## src/rtl/ks_pkg.sv

```systemverilog
// Shared definitions for the pipelined Kogge-Stone subtractor.
// With KS_SUB_FLAGS_EN defined, the S2 payload also carries the operand sign bits.
package ks_pkg;

  localparam int KS_SUPPORTED_VALENCY = 2;

  // Datapath width of the S2 payload; the subtractor's WIDTH must match it.
  localparam int KS_WIDTH = 8;

  function automatic int ks_levels(input int width);
    int levels;
    levels = 0;
    for (int i = 0; i < 31; i++) begin
      if ((1 << i) < width) begin
        levels = i + 1;
      end
    end
    return levels;
  endfunction

  typedef struct packed {
    logic [KS_WIDTH:0]   c;
    logic [KS_WIDTH-1:0] p;
`ifdef KS_SUB_FLAGS_EN
    logic                a_msb;
    logic                b_msb;
`endif
  } s2_payload_t;

endpackage

```

## src/rtl/ks_sub_prefix.sv

```systemverilog
// Combinational radix-2 Kogge-Stone group-generate network.
// c[0] is the carry-in; c[i+1] is the carry out of bit i.
module ks_sub_prefix
  import ks_pkg::*;
#(
  parameter int WIDTH   = 8,
  parameter int VALENCY = 2
) (
  input  logic [WIDTH-1:0] g,
  input  logic [WIDTH-1:0] p,
  input  logic             cin,
  output logic [WIDTH:0]   c
);

  localparam int LEVELS = ks_levels(WIDTH);

  if (VALENCY != KS_SUPPORTED_VALENCY) begin : g_bad_valency
    $error("ks_sub_prefix: only VALENCY = 2 is supported");
  end

  logic [LEVELS:0][WIDTH-1:0] gl;
  logic [LEVELS:0][WIDTH-1:0] pl;

  always_comb begin
    gl = '0;
    pl = '0;
    gl[0] = g;
    pl[0] = p;
    // Folding cin into bit 0 makes every group rooted at bit 0 complete.
    gl[0][0] = g[0] | (p[0] & cin);
    for (int l = 0; l < LEVELS; l++) begin
      for (int i = 0; i < WIDTH; i++) begin
        if (i >= (1 << l)) begin
          gl[l+1][i] = gl[l][i] | (pl[l][i] & gl[l][i-(1<<l)]);
          pl[l+1][i] = pl[l][i] & pl[l][i-(1<<l)];
        end else begin
          gl[l+1][i] = gl[l][i];
          pl[l+1][i] = pl[l][i];
        end
      end
    end
    c = {gl[LEVELS], cin};
  end

endmodule

```

## src/rtl/ks_pipelined_subtractor.sv

```systemverilog
// Three-stage Kogge-Stone subtractor D = A - B - Bin with borrow-out and valid/ready flow.
// Define KS_SUB_FLAGS_EN to add the Z/N/V status outputs aligned with D.
module ks_pipelined_subtractor
  import ks_pkg::*;
#(
  parameter int WIDTH   = KS_WIDTH,
  parameter int VALENCY = 2
) (
  input  logic             clk,
  input  logic             rst_n,
  input  logic             in_valid,
  output logic             in_ready,
  input  logic [WIDTH:1]   A,
  input  logic [WIDTH:1]   B,
  input  logic             Bin,
  output logic             out_valid,
  input  logic             out_ready,
  output logic [WIDTH:1]   D,
  output logic             Bout
`ifdef KS_SUB_FLAGS_EN
  ,
  output logic             Z,
  output logic             N,
  output logic             V
`endif
);

  // Handshake: a beat moves across an interface on a rising edge where valid and
  // ready are both 1; valid never waits on ready, and in_ready depends only on
  // out_ready and the stage valid bits, never on in_valid.

  if (WIDTH != KS_WIDTH) begin : g_bad_width
    $error("ks_pipelined_subtractor: WIDTH must equal ks_pkg::KS_WIDTH");
  end
  if (WIDTH < 2 || (WIDTH & (WIDTH - 1)) != 0) begin : g_bad_pow2
    $error("ks_pipelined_subtractor: WIDTH must be a power of two >= 2");
  end

  logic ld1, ld2, ld3;
  logic v1_q, v1_d, v2_q, v2_d, v3_q, v3_d;

  logic [WIDTH-1:0] g1_q, g1_d, p1_q, p1_d;
  logic             cin1_q, cin1_d;
`ifdef KS_SUB_FLAGS_EN
  logic             as1_q, as1_d, bs1_q, bs1_d;
  logic             z3_q, z3_d, n3_q, n3_d, ov3_q, ov3_d;
`endif

  logic [WIDTH:0]   c_pre;
  s2_payload_t      s2_q, s2_d;

  logic [WIDTH-1:0] d3_q, d3_d;
  logic             bout3_q, bout3_d;

  ks_sub_prefix #(
    .WIDTH   (WIDTH),
    .VALENCY (VALENCY)
  ) u_prefix (
    .g   (g1_q),
    .p   (p1_q),
    .cin (cin1_q),
    .c   (c_pre)
  );

  always_comb begin
    ld3 = !v3_q | out_ready;
    ld2 = !v2_q | ld3;
    ld1 = !v1_q | ld2;

    v1_d   = ld1 ? in_valid : v1_q;
    g1_d   = g1_q;
    p1_d   = p1_q;
    cin1_d = cin1_q;
`ifdef KS_SUB_FLAGS_EN
    as1_d  = as1_q;
    bs1_d  = bs1_q;
`endif
    // Data registers only move on real beats so bubbles leave D untouched.
    if (ld1 && in_valid) begin
      g1_d   = A & ~B;
      p1_d   = A ^ ~B;
      cin1_d = ~Bin;
`ifdef KS_SUB_FLAGS_EN
      as1_d  = A[WIDTH];
      bs1_d  = B[WIDTH];
`endif
    end

    v2_d = ld2 ? v1_q : v2_q;
    s2_d = s2_q;
    if (ld2 && v1_q) begin
      s2_d.c = c_pre;
      s2_d.p = p1_q;
`ifdef KS_SUB_FLAGS_EN
      s2_d.a_msb = as1_q;
      s2_d.b_msb = bs1_q;
`endif
    end

    v3_d    = ld3 ? v2_q : v3_q;
    d3_d    = d3_q;
    bout3_d = bout3_q;
`ifdef KS_SUB_FLAGS_EN
    z3_d    = z3_q;
    n3_d    = n3_q;
    ov3_d   = ov3_q;
`endif
    if (ld3 && v2_q) begin
      d3_d    = s2_q.p ^ s2_q.c[WIDTH-1:0];
      bout3_d = ~s2_q.c[WIDTH];
`ifdef KS_SUB_FLAGS_EN
      z3_d    = (d3_d == '0);
      n3_d    = d3_d[WIDTH-1];
      ov3_d   = (s2_q.a_msb ^ s2_q.b_msb) & (s2_q.a_msb ^ d3_d[WIDTH-1]);
`endif
    end
  end

  always_ff @(posedge clk) begin
    if (!rst_n) begin
      v1_q    <= 1'b0;
      v2_q    <= 1'b0;
      v3_q    <= 1'b0;
      g1_q    <= '0;
      p1_q    <= '0;
      cin1_q  <= 1'b0;
      s2_q    <= '0;
      d3_q    <= '0;
      bout3_q <= 1'b0;
`ifdef KS_SUB_FLAGS_EN
      as1_q   <= 1'b0;
      bs1_q   <= 1'b0;
      z3_q    <= 1'b0;
      n3_q    <= 1'b0;
      ov3_q   <= 1'b0;
`endif
    end else begin
      v1_q    <= v1_d;
      v2_q    <= v2_d;
      v3_q    <= v3_d;
      g1_q    <= g1_d;
      p1_q    <= p1_d;
      cin1_q  <= cin1_d;
      s2_q    <= s2_d;
      d3_q    <= d3_d;
      bout3_q <= bout3_d;
`ifdef KS_SUB_FLAGS_EN
      as1_q   <= as1_d;
      bs1_q   <= bs1_d;
      z3_q    <= z3_d;
      n3_q    <= n3_d;
      ov3_q   <= ov3_d;
`endif
    end
  end

  assign in_ready  = ld1;
  assign out_valid = v3_q;
  assign D         = d3_q;
  assign Bout      = bout3_q;
`ifdef KS_SUB_FLAGS_EN
  assign Z = z3_q;
  assign N = n3_q;
  assign V = ov3_q;
`endif

endmodule

```

## config.mk

```make
export PLATFORM = sky130hd
export DESIGN_NAME = ks_pipelined_subtractor
export DESIGN_NICKNAME = d
export VERILOG_FILES = /design/src/rtl/ks_pkg.sv /design/src/rtl/ks_sub_prefix.sv /design/src/rtl/ks_pipelined_subtractor.sv
export SDC_FILE = /design/constraint.sdc
export NUM_CORES = 1
export LEC_CHECK = 0
export CORE_ASPECT_RATIO = 1.25
export CORE_UTILIZATION = 57
export DETAILED_ROUTE_END_ITERATION = 10
export PLACE_DENSITY = 0.84
export REMOVE_ABC_BUFFERS = 1
export SLEW_MARGIN = 20
export SYNTH_ARGS = -nofsm -noshare
export SYNTH_HDL_FRONTEND = slang
export SYNTH_SLANG_ARGS = --single-unit
```

## constraint.sdc

```tcl
create_clock -name clk -period 2.7 [get_ports clk]
set_clock_uncertainty 0.1 [all_clocks]
set_input_delay 0.54 -clock clk [delete_from_list [all_inputs] [get_ports clk]]
set_output_delay 0.54 -clock clk [all_outputs]
set_load 0.01 [all_outputs]
```

Word-level counts from Yosys, hierarchy flattened
Index checks and enable logic that the tools add are counted.
{"block": "classes", "bitwise": 55, "n_reduce_logical": 6}
{"op": "1-bit bitwise AND", "n": 28}
{"op": "1-bit OR", "n": 21}
{"op": "8-bit bitwise XOR", "n": 2}
{"op": "8-bit bitwise AND", "n": 1}
{"op": "8-bit NOT", "n": 1}
{"op": "1-bit logical AND", "n": 3}
{"op": "1-bit zero test", "n": 3}
{"op": "1-bit NOT", "n": 2}
{"block": "word_totals", "ff_bits": 46, "wordCells": 71, "inputBits": 21}

Depth between registers and ports, before layout
{"block": "logic_depth", "depth_word": 8, "ltp_mapped": 6, "ltp_nobuf": 4}

Hierarchy
Synthesis repeated with hierarchy kept, for this count alone.
{"block": "hier_totals", "cells_unflattened": 232, "hier_area_um2": 2170.8}
{"mod": "ks_pipelined_subtractor", "instances": 1, "cells_per_inst": 206, "seq_area_each_um2": 920.9, "area_per_inst_um2": 1991.9}
{"mod": "ks_sub_prefix", "instances": 1, "cells_per_inst": 26, "seq_area_each_um2": 0.0, "area_per_inst_um2": 178.9}

Worst setup path after synthesis
Ideal clock, no wire load.
{"block": "synth_timing", "path_kind": "input -> register", "from": "in out_ready", "to": "reg s2_q[11] (netlist bit)", "required_ns": 2.484, "slack_ns": 1.178, "path_buffers": 2, "setup_ns": 0.116, "t_arrival_ns": 1.305, "cell_stages": 5, "path_cell_list": "nand3b_1 -> and2_1 -> buf_6 -> buf_6 -> o211a_1"}
{"block": "synth_between", "elab_chain_cells": 3}
{"item": "start, declared", "line_no": "ks_pipelined_subtractor.sv:17", "source": "input logic out_ready,"}
{"item": "1-bit OR", "line_no": "ks_pipelined_subtractor.sv:66", "source": "ld3 = !v3_q | out_ready;"}
{"item": "1-bit OR", "line_no": "ks_pipelined_subtractor.sv:67", "source": "ld2 = !v2_q | ld3;"}
{"item": "1-bit logical AND", "line_no": "ks_pipelined_subtractor.sv:91", "source": "if (ld2 && v1_q) begin"}
{"item": "end signal, assigned", "line_no": "ks_pipelined_subtractor.sv:127", "source": "s2_q <= '0;"}
{"item": "end signal, assigned", "line_no": "ks_pipelined_subtractor.sv:144", "source": "s2_q <= s2_d;"}
{"item": "end, declared", "line_no": "ks_pipelined_subtractor.sv:50", "source": "s2_payload_t s2_q, s2_d;"}
No other way between the ends.
A chain may end at the register's enable or synchronous reset.

Final worst setup path
{"block": "layout_timing", "from": "in out_ready", "to": "out in_ready"}
{"block": "layout_between", "elab_chain_cells": 3}
{"item": "1-bit OR", "line_no": "ks_pipelined_subtractor.sv:66"}
{"item": "1-bit OR", "line_no": "ks_pipelined_subtractor.sv:67"}
{"item": "1-bit OR", "line_no": "ks_pipelined_subtractor.sv:68", "source": "ld1 = !v1_q | ld2;"}
{"item": "end, declared", "line_no": "ks_pipelined_subtractor.sv:12", "source": "output logic in_ready,"}
No other way between the ends.

==> impl_metrics.py <==
metrics = {
    "floorplanning": {
        "dieArea_mm2": 0.00397,
        "io_pins": 32,
        "die_w_um": 56.6,
        "num_rows": 24,
        "coreArea_mm2": 0.00351,
        "die_h_um": 70.2,
        "start_util_pct": 60.4,
    },
    "synth": {
        "yosysWarnings": 0,
        "synth_compound_area_share_pct": 24.5,
        "ys_types": 39,
        "ys_ff_latch": 46,
        "synth_area_per_cell_um2": 9.27,
        "synth_simple_gate_area_share_pct": 17.4,
        "ys_seq_area_share_pct": 43.4,
        "synth.cell_area_mm2": 0.00212,
        "synth_xor_area_share_pct": 3.30,
        "synth_top_family_by_area": "compound AO/OA/AOI/OAI gates",
        "yosys-mux-area-fraction_pct": 0.471,
        "synthCells": 229,
        "yosys.area_share.adder_pct": 4.71,
    },
    "detailed_routing": {
        "drc": 0,
        "wire_per_inst_um": 12.3,
        "routed_wl_um": 3670,
        "ant_nets": 0,
        "viasPerCell": 5.34,
        "first_pass_iters": 4,
        "drtIter0Drc": 51,
        "vias": 1591,
    },
    "grt": {
        "grt_pass1_vias": 1492,
        "grt.overflow.total": 0,
        "grt_usage_pct": 20.9,
        "grt_pass1_wl_um": 6480,
        "antenna_found_initial": 0,
        "grt_max_degree": 48,
    },
    "clocking": {
        "cts_tree": "done",
        "cts-buffers-inserted": 5,
        "clk_latency_ps": 300,
        "cts-resized-gates": 0,
        "cts_setup_buffers": 0,
        "cts_root_buf": "clkbuf_8",
        "clock_sinks": 46,
        "htreeDepth": 2,
        "clkTransAtPathRegs_ps": 80,
        "clock_path_buffers": 2,
        "holdBufCountCts": 0,
    },
    "setup_path": {
        "max_stage_delay_ps": 530,
        "path_delay_family": "buffers and inverters",
        "cp_data_required_time_ps": 2060,
        "worstSetupEndpointType": "output port",
        "critPathLaunchType": "input port",
        "crit_buf_inv": 2,
        "setup.worst_path.class": "input port to output port",
        "cp_slowest_cell": "clkdlybuf4s50_1",
        "path_cells": "clkdlybuf4s50_1, nand4b_2, clkdlybuf4s50_1",
        "cp.arrival_ps": 1770,
        "worst-path-max-fanout": 4,
        "cp_common_cell": "clkdlybuf4s50_1",
    },
    "placed_design": {
        "numPortBuffers": 31,
        "gp_congestion": 0.817,
        "place_hpwl_um": 2550,
    },
    "cells_and_area": {
        "layout.nets": 288,
        "final_core_util_pct": 71.3,
        "area_growth_pct": 17.9,
        "drive_gt1_share_pct": 13.9,
        "insertedDiodeCount": 0,
    },
    "timing": {
        "setup-tns-final_ps": 0,
        "setup_viol": 0,
        "finalHoldViolCount": 0,
        "tightest_slew_ps": 585,
        "fin_crit_ps": 2410,
        "max_freq_mhz": 415,
        "maxSlewViolCount": 0,
        "max_slew_margin_pct": 60.9,
        "grt_setup_unrepaired": "false",
        "finalCritPeriodShare_pct": 89.3,
    },
    "hold_path": {
        "hp-class": "register to register",
    },
    "power_and_ir_drop": {
        "powerDensity_mw_per_mm2": 516,
        "peakVddDrop_mv": 0.334,
        "leakage_nw": 1.08,
    },
    "run": {
        "drv_cap": 0,
    },
    "run_status": {
        "outcome": "finished, final reports clean",
    },
}
[routing by layer]
layer,vias up,wire [um],GRT usage (%)
li1,832,-,-
met1,716,1710,25.4
met2,37,1760,34.5
met3,6,126,5.56
met4,0,71,8.94
met5,-,0,0
[power breakdown]
group	switching, mW	leakage, nW	internal [mW]	total (mW)
clock network	0.214	0.0438	0.174	0.387
logic	0.0752	0.655	0.0911	0.166
registers	0.0279	0.376	0.711	0.739
total	0.317	1.08	0.976	1.29
[flip-flops by register name (all words and copies together), names as in the netlist]
| name | cells |
|---|---|
| p1_q | 8 |
| s2_q | 17 |
| v1_q | 1 |
| D | 8 |
| g1_q | 8 |
| v2_q | 1 |
| cin1_q | 1 |
| Bout | 1 |
| out_valid | 1 |
[cells by family after synthesis]
logic type / count (synthesis)
compound gates: 64
xor+xnor: 8
fa+ha+maj: 8
buf+inv: 24
flops: 46
mux: 1
simple gates: 78
[through the flow]
| step | setup WS, ps | total power [mW] | hold WS [ps] | instance area (um^2) | cells |
|---|---|---|---|---|---|
| 4_1_cts | 280 | 1.31 | 366 | 2500 | 298 |
| 5_1_grt | 244 | 1.35 | 387 | 2500 | 298 |
| 3_5_place_dp | 276 | 0.921 | 358 | 2420 | 291 |
| 3_3_place_gp | 300 | 0.916 | 342 | 2420 | 291 |
| 2_1_floorplan | 908 | 0.842 | 332 | 2040 | 217 |
| 6_report | 288 | 1.29 | 366 | 2500 | 298 |
[worst register-to-register path, delay by kind of cell, from the launching register on]
kind / cells / cell delay [ps]
AO/OA/AOI/OAI: 2 / 630
flip-flops: 1 / 360
AND/OR/NAND/NOR: 2 / 330
[synth_stat cells (all sizes together)]
master   instances  area (um^2)
and2             1         6.26
and3             1         6.26
ha               8          100
nor2b            1         6.26
a211oi           1         7.51
inv             12         45.0
a31oi            1         6.26
clkbuf           5         18.8
nand3b           1         7.51
o21bai           1         7.51
o211a           12          120
a21boi          27          240
and2b            1         7.51
dfxtp           46          921
nand2           65          279
mux2i            1         10.0
o221ai           1         8.76
buf              7         68.8
nand4            1         6.26
nor2             2         7.51
nand3            3         15.0
a2111oi          1         8.76
o22ai            2         12.5
and3b            1         12.5
o21ai            6         30.0
o211ai           1         7.51
o21a             2         15.0
xnor2            8         70.1
a21oi            9         56.3
nand4b           1         15.0
[placed cells by master (no fill, tap or decap), types with 3 or more instances in the layout]
cell type        Yosys  routed
nand2_1             53      53
dfxtp_1             46      46
clkdlybuf4s50_1      0      31
a21boi_1            15      15
inv_1               12      12
o211a_1             12      12
nand2_2             11      11
a21boi_2            10      10
a21oi_1              8       8
xnor2_1              8       8
ha_1                 8       8
clkbuf_8             0       5
o21ai_1              4       4
buf_4                2       4
nand3_1              3       3
[path summary, 6_finish.rpt]
check                                            start  depth (start not counted)  slack [ps]                   end
worst max register to register  out_valid$_SDFFE_PN0P_                          4        1170   cin1_q$_SDFFE_PN0P_
worst min-delay path              s2_q[5]$_SDFFE_PN0P_                          2         370  s2_q[5]$_SDFFE_PN0P_
worst max-delay path                         out_ready                          3         290              in_ready
worst min register to register    s2_q[5]$_SDFFE_PN0P_                          2         370  s2_q[5]$_SDFFE_PN0P_
[layout make-up]
cell class | instances | area [um^2]
multi-input combinational | 159 | 1070
fill | 280 | 1010
sequential | 46 | 921
timing repair buffer | 35 | 340
clock buffer | 5 | 68.8
tap | 39 | 48.8
inverter | 12 | 45.0
clock inverter | 2 | 10.0
Note: power is estimated with default switching activity, not from simulation.
